### src/rtl/harq_tx_ctrl_if.sv
// Frame, launch and response signals of the HARQ transmit controller.
// The slave modport is the controller's view; the master modport is the frame source/receiver side.
interface harq_tx_ctrl_if;
    logic        i_enable_ecc;
    logic        i_wvalid;
    logic [31:0] i_wdata;
    logic        o_wready;
    logic        o_tx_valid;
    logic [31:0] o_tx_data;
    logic        o_tx_ecc_en;
    logic        o_tx_seq;
    logic        i_ack;
    logic        i_nack;
    logic        i_rsp_seq;
    logic        o_busy;
    logic        o_fail;
    logic [15:0] o_retx_count;

    modport slave (
        input  i_enable_ecc, i_wvalid, i_wdata, i_ack, i_nack, i_rsp_seq,
        output o_wready, o_tx_valid, o_tx_data, o_tx_ecc_en, o_tx_seq,
        output o_busy, o_fail, o_retx_count
    );

    modport master (
        output i_enable_ecc, i_wvalid, i_wdata, i_ack, i_nack, i_rsp_seq,
        input  o_wready, o_tx_valid, o_tx_data, o_tx_ecc_en, o_tx_seq,
        input  o_busy, o_fail, o_retx_count
    );
endinterface

### src/rtl/harq_tx_ctrl.sv
// Stop-and-wait HARQ transmitter: buffers one frame, launches it, and retransmits
// on matching NACK or timeout until MAX_RETRY is exhausted, then drops the frame.
module harq_tx_ctrl #(
    parameter int TIMEOUT_CYCLES = 64,
    parameter int MAX_RETRY      = 3
) (
    input  logic            i_aclk,
    input  logic            i_reset,
    harq_tx_ctrl_if.slave   bus
);

    localparam logic [15:0] TIMER_LAST  = 16'(TIMEOUT_CYCLES - 1);
    localparam logic [3:0]  RETRY_LIMIT = 4'(MAX_RETRY);

    typedef enum logic [1:0] {
        ST_IDLE,
        ST_SEND,
        ST_WAIT,
        ST_FAIL
    } state_t;

    state_t      state_reg, state_next;
    logic [31:0] buf_reg, buf_next;
    logic        ecc_reg, ecc_next;
    logic        seq_reg, seq_next;
    logic [15:0] timer_reg, timer_next;
    logic [3:0]  retry_reg, retry_next;
    logic [15:0] retx_reg, retx_next;
    logic        tx_valid_reg;

    logic        ack_hit;
    logic        nack_hit;
    logic        timeout_hit;

    assign ack_hit     = bus.i_ack  && (bus.i_rsp_seq == seq_reg);
    assign nack_hit    = bus.i_nack && (bus.i_rsp_seq == seq_reg);
    assign timeout_hit = (timer_reg == TIMER_LAST);

    always_comb begin
        state_next = state_reg;
        buf_next   = buf_reg;
        ecc_next   = ecc_reg;
        seq_next   = seq_reg;
        timer_next = timer_reg;
        retry_next = retry_reg;
        retx_next  = retx_reg;

        case (state_reg)
            ST_IDLE: begin
                if (bus.i_wvalid) begin
                    buf_next   = bus.i_wdata;
                    ecc_next   = bus.i_enable_ecc;
                    retry_next = 4'd0;
                    state_next = ST_SEND;
                end
            end
            ST_SEND: begin
                timer_next = 16'd0;
                state_next = ST_WAIT;
            end
            ST_WAIT: begin
                timer_next = timer_reg + 16'd1;
                // A matching ACK wins over both a simultaneous NACK and the timeout.
                if (ack_hit) begin
                    seq_next   = ~seq_reg;
                    state_next = ST_IDLE;
                end else if (nack_hit || timeout_hit) begin
                    if (retry_reg < RETRY_LIMIT) begin
                        retry_next = retry_reg + 4'd1;
                        if (retx_reg != 16'hFFFF) begin
                            retx_next = retx_reg + 16'd1;
                        end
                        state_next = ST_SEND;
                    end else begin
                        state_next = ST_FAIL;
                    end
                end
            end
            ST_FAIL: begin
                seq_next   = ~seq_reg;
                buf_next   = 32'd0;
                state_next = ST_IDLE;
            end
            default: begin
                state_next = ST_IDLE;
            end
        endcase
    end

    always_ff @(posedge i_aclk) begin
        if (i_reset) begin
            state_reg    <= ST_IDLE;
            buf_reg      <= 32'd0;
            ecc_reg      <= 1'b0;
            seq_reg      <= 1'b0;
            timer_reg    <= 16'd0;
            retry_reg    <= 4'd0;
            retx_reg     <= 16'd0;
            tx_valid_reg <= 1'b0;
        end else begin
            state_reg    <= state_next;
            buf_reg      <= buf_next;
            ecc_reg      <= ecc_next;
            seq_reg      <= seq_next;
            timer_reg    <= timer_next;
            retry_reg    <= retry_next;
            retx_reg     <= retx_next;
            // Strobe is high exactly during each SEND cycle.
            tx_valid_reg <= (state_next == ST_SEND);
        end
    end

    assign bus.o_wready     = (state_reg == ST_IDLE) && !i_reset;
    assign bus.o_busy       = (state_reg != ST_IDLE) && !i_reset;
    assign bus.o_fail       = (state_reg == ST_FAIL) && !i_reset;
    assign bus.o_tx_valid   = tx_valid_reg;
    assign bus.o_tx_data    = buf_reg;
    assign bus.o_tx_ecc_en  = ecc_reg;
    assign bus.o_tx_seq     = seq_reg;
    assign bus.o_retx_count = retx_reg;

endmodule

### src/flat_wrapper.sv
// flat-port wrapper written by rule: the top's interface ports become plain ports
module harq_tx_ctrl_flat 
#(
    parameter int TIMEOUT_CYCLES = 64,
    parameter int MAX_RETRY      = 3
)
  (i_aclk, i_reset, bus_i_enable_ecc, bus_i_wvalid, bus_i_wdata, bus_i_ack, bus_i_nack, bus_i_rsp_seq, bus_o_wready, bus_o_tx_valid, bus_o_tx_data, bus_o_tx_ecc_en, bus_o_tx_seq, bus_o_busy, bus_o_fail, bus_o_retx_count);
  harq_tx_ctrl_if bus_i ();
  input  logic i_aclk;
  input  logic i_reset;
  input wire logic [$bits(bus_i.i_enable_ecc)-1:0] bus_i_enable_ecc;
  input wire logic [$bits(bus_i.i_wvalid)-1:0] bus_i_wvalid;
  input wire logic [$bits(bus_i.i_wdata)-1:0] bus_i_wdata;
  input wire logic [$bits(bus_i.i_ack)-1:0] bus_i_ack;
  input wire logic [$bits(bus_i.i_nack)-1:0] bus_i_nack;
  input wire logic [$bits(bus_i.i_rsp_seq)-1:0] bus_i_rsp_seq;
  output wire logic [$bits(bus_i.o_wready)-1:0] bus_o_wready;
  output wire logic [$bits(bus_i.o_tx_valid)-1:0] bus_o_tx_valid;
  output wire logic [$bits(bus_i.o_tx_data)-1:0] bus_o_tx_data;
  output wire logic [$bits(bus_i.o_tx_ecc_en)-1:0] bus_o_tx_ecc_en;
  output wire logic [$bits(bus_i.o_tx_seq)-1:0] bus_o_tx_seq;
  output wire logic [$bits(bus_i.o_busy)-1:0] bus_o_busy;
  output wire logic [$bits(bus_i.o_fail)-1:0] bus_o_fail;
  output wire logic [$bits(bus_i.o_retx_count)-1:0] bus_o_retx_count;
  assign bus_i.i_enable_ecc = bus_i_enable_ecc;
  assign bus_i.i_wvalid = bus_i_wvalid;
  assign bus_i.i_wdata = bus_i_wdata;
  assign bus_i.i_ack = bus_i_ack;
  assign bus_i.i_nack = bus_i_nack;
  assign bus_i.i_rsp_seq = bus_i_rsp_seq;
  assign bus_o_wready = bus_i.o_wready;
  assign bus_o_tx_valid = bus_i.o_tx_valid;
  assign bus_o_tx_data = bus_i.o_tx_data;
  assign bus_o_tx_ecc_en = bus_i.o_tx_ecc_en;
  assign bus_o_tx_seq = bus_i.o_tx_seq;
  assign bus_o_busy = bus_i.o_busy;
  assign bus_o_fail = bus_i.o_fail;
  assign bus_o_retx_count = bus_i.o_retx_count;
  harq_tx_ctrl #(.TIMEOUT_CYCLES(TIMEOUT_CYCLES), .MAX_RETRY(MAX_RETRY)) u_core (.i_aclk(i_aclk), .i_reset(i_reset), .bus(bus_i));
endmodule
### config.mk
export PLATFORM = sky130hd
export DESIGN_NAME = harq_tx_ctrl_flat
export DESIGN_NICKNAME = d
export VERILOG_FILES = /design/src/rtl/harq_tx_ctrl_if.sv /design/src/rtl/harq_tx_ctrl.sv /design/src/flat_wrapper.sv
export SDC_FILE = /design/constraint.sdc
export NUM_CORES = 1
export LEC_CHECK = 0
export CAP_MARGIN = 20
export CORE_MARGIN = 2
export CORE_UTILIZATION = 30
export CTS_BUF_LIST = sky130_fd_sc_hd__clkbuf_4
export CTS_CLUSTER_DIAMETER = 50
export DETAILED_ROUTE_END_ITERATION = 8
export GPL_TIMING_DRIVEN = 1
export PLACE_DENSITY = 0.65
export SYNTH_ARGS = -nofsm -noshare
export SYNTH_HDL_FRONTEND = slang
export SYNTH_SLANG_ARGS = --single-unit
### constraint.sdc
create_clock -name i_aclk -period 3.09 [get_ports i_aclk]
set_input_delay 0.309 -clock i_aclk [delete_from_list [all_inputs] [get_ports i_aclk]]
set_output_delay 0.309 -clock i_aclk [all_outputs]
set_load 0.005 [all_outputs]
==> results list <==
- The run finished with clean final reports.
- In this run the power density over the cells is 609 nW/um^2.
- Clock insertion delay at the later pin of the skew report: 0.41 ns
- The register with the most flip-flops in the layout has 32 of them.
- The filler cells instantiated in the layout total 957.
- The synthesized design contains 73 register bits.
* Overall routed net length: 7540 um
* Post-synth net total: 385
- Measured along the y axis, the die boundary spans 105 um.
* Antenna fix cells: 0
- By area the synthesized netlist is led by dfxtp_1 (48%), a22oi_1 (7.8%), nor2_1 (6.8%), or4_1 (3.4%), o31ai_1 (3.2%).
- Register area share after synthesis: 47.6%
- Count of routing violations after the opening detailed-route iteration: 147
- Max H-tree Level: 3
- Compared with the post-synthesis result, the final layout area differs by 39.2%.
- Critical setup path kind: reg -> reg
- 1st-pass router iterations: 4
* Number of global-route vias before repair: 2673
- Setup repair after global routing left no endpoint under its margin.
- TritonCTS created 9 clock buffers.
- Data on the critical path is required at its endpoint by 3.44 ns.
- In this run the worst path has a maximum fanout of 34.
- Fraction of final layout cells with drive strength greater than 1: 6.26%
- Number of hold-repair buffers added at the cts stage: 0
- In the final design database the tool counted 471 nets.
- Core Box Area: 9860 um^2
- Avg Synthesized Cell Area: 9.03 um^2
* Most common flop cell mapped by yosys: dfxtp_1
- Via count: 2785
- Number of buffers inserted by port buffering: 92
- Global-route wire length before repair: 12800 um
* Max transition margin: 37.1%
* Tot GR Track Use: 14.0%
- Initial core utilization: 31.1%
* Final clock period utilization by the worst path: 75.8%
* Signal arrival time at the worst endpoint: 2.69 ns
- Commonest non-fill, non-tap cell in the layout: clkdlybuf4s50_1
* Critical path launch point type: flip-flop
- Endpoint kind of the worst setup timing path: flip-flop
* Number of cells on the worst reg-to-reg path: 7
- The initial antenna violation count was 0.
- Setup TNS Final: 0 ns
* Area share of the largest cell type after synthesis: 47.6%
- Number of setup violations in the final report: 0
* Gates resized, CTS repair: 0
- Yosys printed 0 warnings.
- Row generation in the floorplan step produced 36 rows.
* Worst voltage drop across the vdd grid: 0.382 mV
* Number of buffers inserted to repair setup after CTS: 0
- The worst hold path passes through 2 cells.
- Fin. Hold Viols: 0
- Transition time at the pin with the least slew margin: 0.924 ns
* Final weighted congestion of routability-driven global placement: 0.770
- Counting flops with an async set or reset pin after synthesis yields a share of 0%.
- Dividing the detail-routed via count by the number of cells gives 4.94.
- Tmin final: 2.34 ns
* Post-synth top area cell: dfxtp_1
- Post-detailed-route DRC marker count: 0
- The longest clock path from root to sink contains 2 buffers.
- The count of nets left with antenna violations once routing finished came out at 0.
- Final core area utilization: 43.3%
* Placed wire-length estimate after detailed placement: 5360 um
- Maximum achievable frequency: 427 MHz
- The clock drives 73 sinks.
- The tightest min-delay check is of the in -> reg type.
* Overflow left after global routing: 0
- Entering global routing, the biggest net connects 35 pins.
* Worst Hold Margin: 0.374 ns
* Post-route clock skew: 0.0169 ns
- In this run the horizontal extent of the chip is 105 um.
- Counting flops with a built-in enable in the synthesized netlist gives 0.
- After clock tree synthesis, the clock-pin slew on the worst setup and hold paths is 0.12 ns.
- Max-cap viol count: 0
- The tree is rooted in a clkbuf_4.
* WL/cell: 13.4 um
- Yosys cell types: 40
- Top library cells by usage in the layout, fill and taps aside: clkdlybuf4s50_1 (91), dfxtp_1 (73), nor2_1 (55)
- The cell count after synthesis came out at 340.
- P_leak: 0.00149 uW
- Die area: 11100 um^2
* Top-Level Pins: 93
- Slew Limit Fails: 0
- TritonCTS built the clock tree.
- Post-synth design cell area: 3070 um^2
-- cells in the mapped netlist, types with 2 or more instances --
master    count
and3_1        4
o21ai_0       2
nand4_1       6
mux2i_1       3
nand3_1      12
a21oi_1      18
nand2_1      19
or3_1         4
nor2_1       56
clkbuf_1     19
inv_1         6
ha_1          6
o41ai_1       2
and4_1        6
dfxtp_1      73
o31ai_1      13
xnor2_1       5
nor2b_1       3
a211oi_1      2
a22oi_1      32
or4_1        14
xor2_1       10
and2_1        5
nor3_1        2
o21a_1        3
-- cell families after synthesis --
family                     count (synthesis)  share of synthesized area, %
and+or+nand+nor                          136                          22.9
buffers and inverters                     27                          3.59
muxes                                      3                         0.978
AOI/OAI and AO/OA                         80                          18.2
DFF                                       73                          47.6
xor gates and xnor gates                  15                          4.28
adders and majority gates                  6                          2.45
-- routing by layer --
layer	vias to the layer above	wire length [um]	track usage, %
met3	4	413	4.49
met2	60	3700	23.4
met5	-	0	0
met1	1307	3390	17.7
met4	0	33	3.14
li1	1414	-	-
-- worst paths after layout --
check | endpoint | slack (ns) | start
worst max-delay path | u_core.bus.o_retx_count[4]$_SDFFE_PP0P_ | 0.75 | u_core.timer_reg[0]$_SDFFE_PP0P_
worst min-delay path | u_core.bus.o_tx_data[29]$_SDFFE_PP0P_ | 0.37 | i_reset
worst max register to register | u_core.bus.o_retx_count[4]$_SDFFE_PP0P_ | 0.75 | u_core.timer_reg[0]$_SDFFE_PP0P_
worst min register to register | u_core.bus.o_tx_ecc_en$_SDFFE_PP0P_ | 0.47 | u_core.bus.o_tx_ecc_en$_SDFFE_PP0P_
-- worst max-delay path, cell delays in order, from the launching register on --
cell     delay [ns]
dfxtp_1        0.39
ha_1           0.21
or3b_2         0.49
nor4_4         0.22
o21ai_2        0.08
buf_4          0.23
or4_1          0.52
a21oi_1        0.16
-- per-stage QoR --
stage	worst slack [ns]	cells	area (um^2)	total power, uW
after floorplan	0.935	340	3070	1580
after global placement	0.834	548	4110	1940
after detailed placement	0.779	548	4110	1950
after CTS	0.753	564	4270	2640
after global routing	0.535	564	4270	2770
final	0.748	564	4270	2600
-- where the power goes --
| group | internal, uW | switching (uW) | total [uW] |
|---|---|---|---|
| registers | 1050 | 64.6 | 1120 |
| logic | 411 | 396 | 807 |
| clock network | 346 | 329 | 674 |
| total | 1810 | 789 | 2600 |
-- layout make-up --
cell class / instances / area (um^2) / share of cell area (%)
clock inverters: 5 / 80.1 / 1.87
repair buffers: 96 / 946 / 22.1
flip-flops and latches: 73 / 1460 / 34.2
multi-input cells: 240 / 1510 / 35.4
inverters: 6 / 22.5 / 0.527
clock buffers: 11 / 82.6 / 1.93
well taps: 133 / 166 / 3.90
Power figures use the tool's default switching activity.
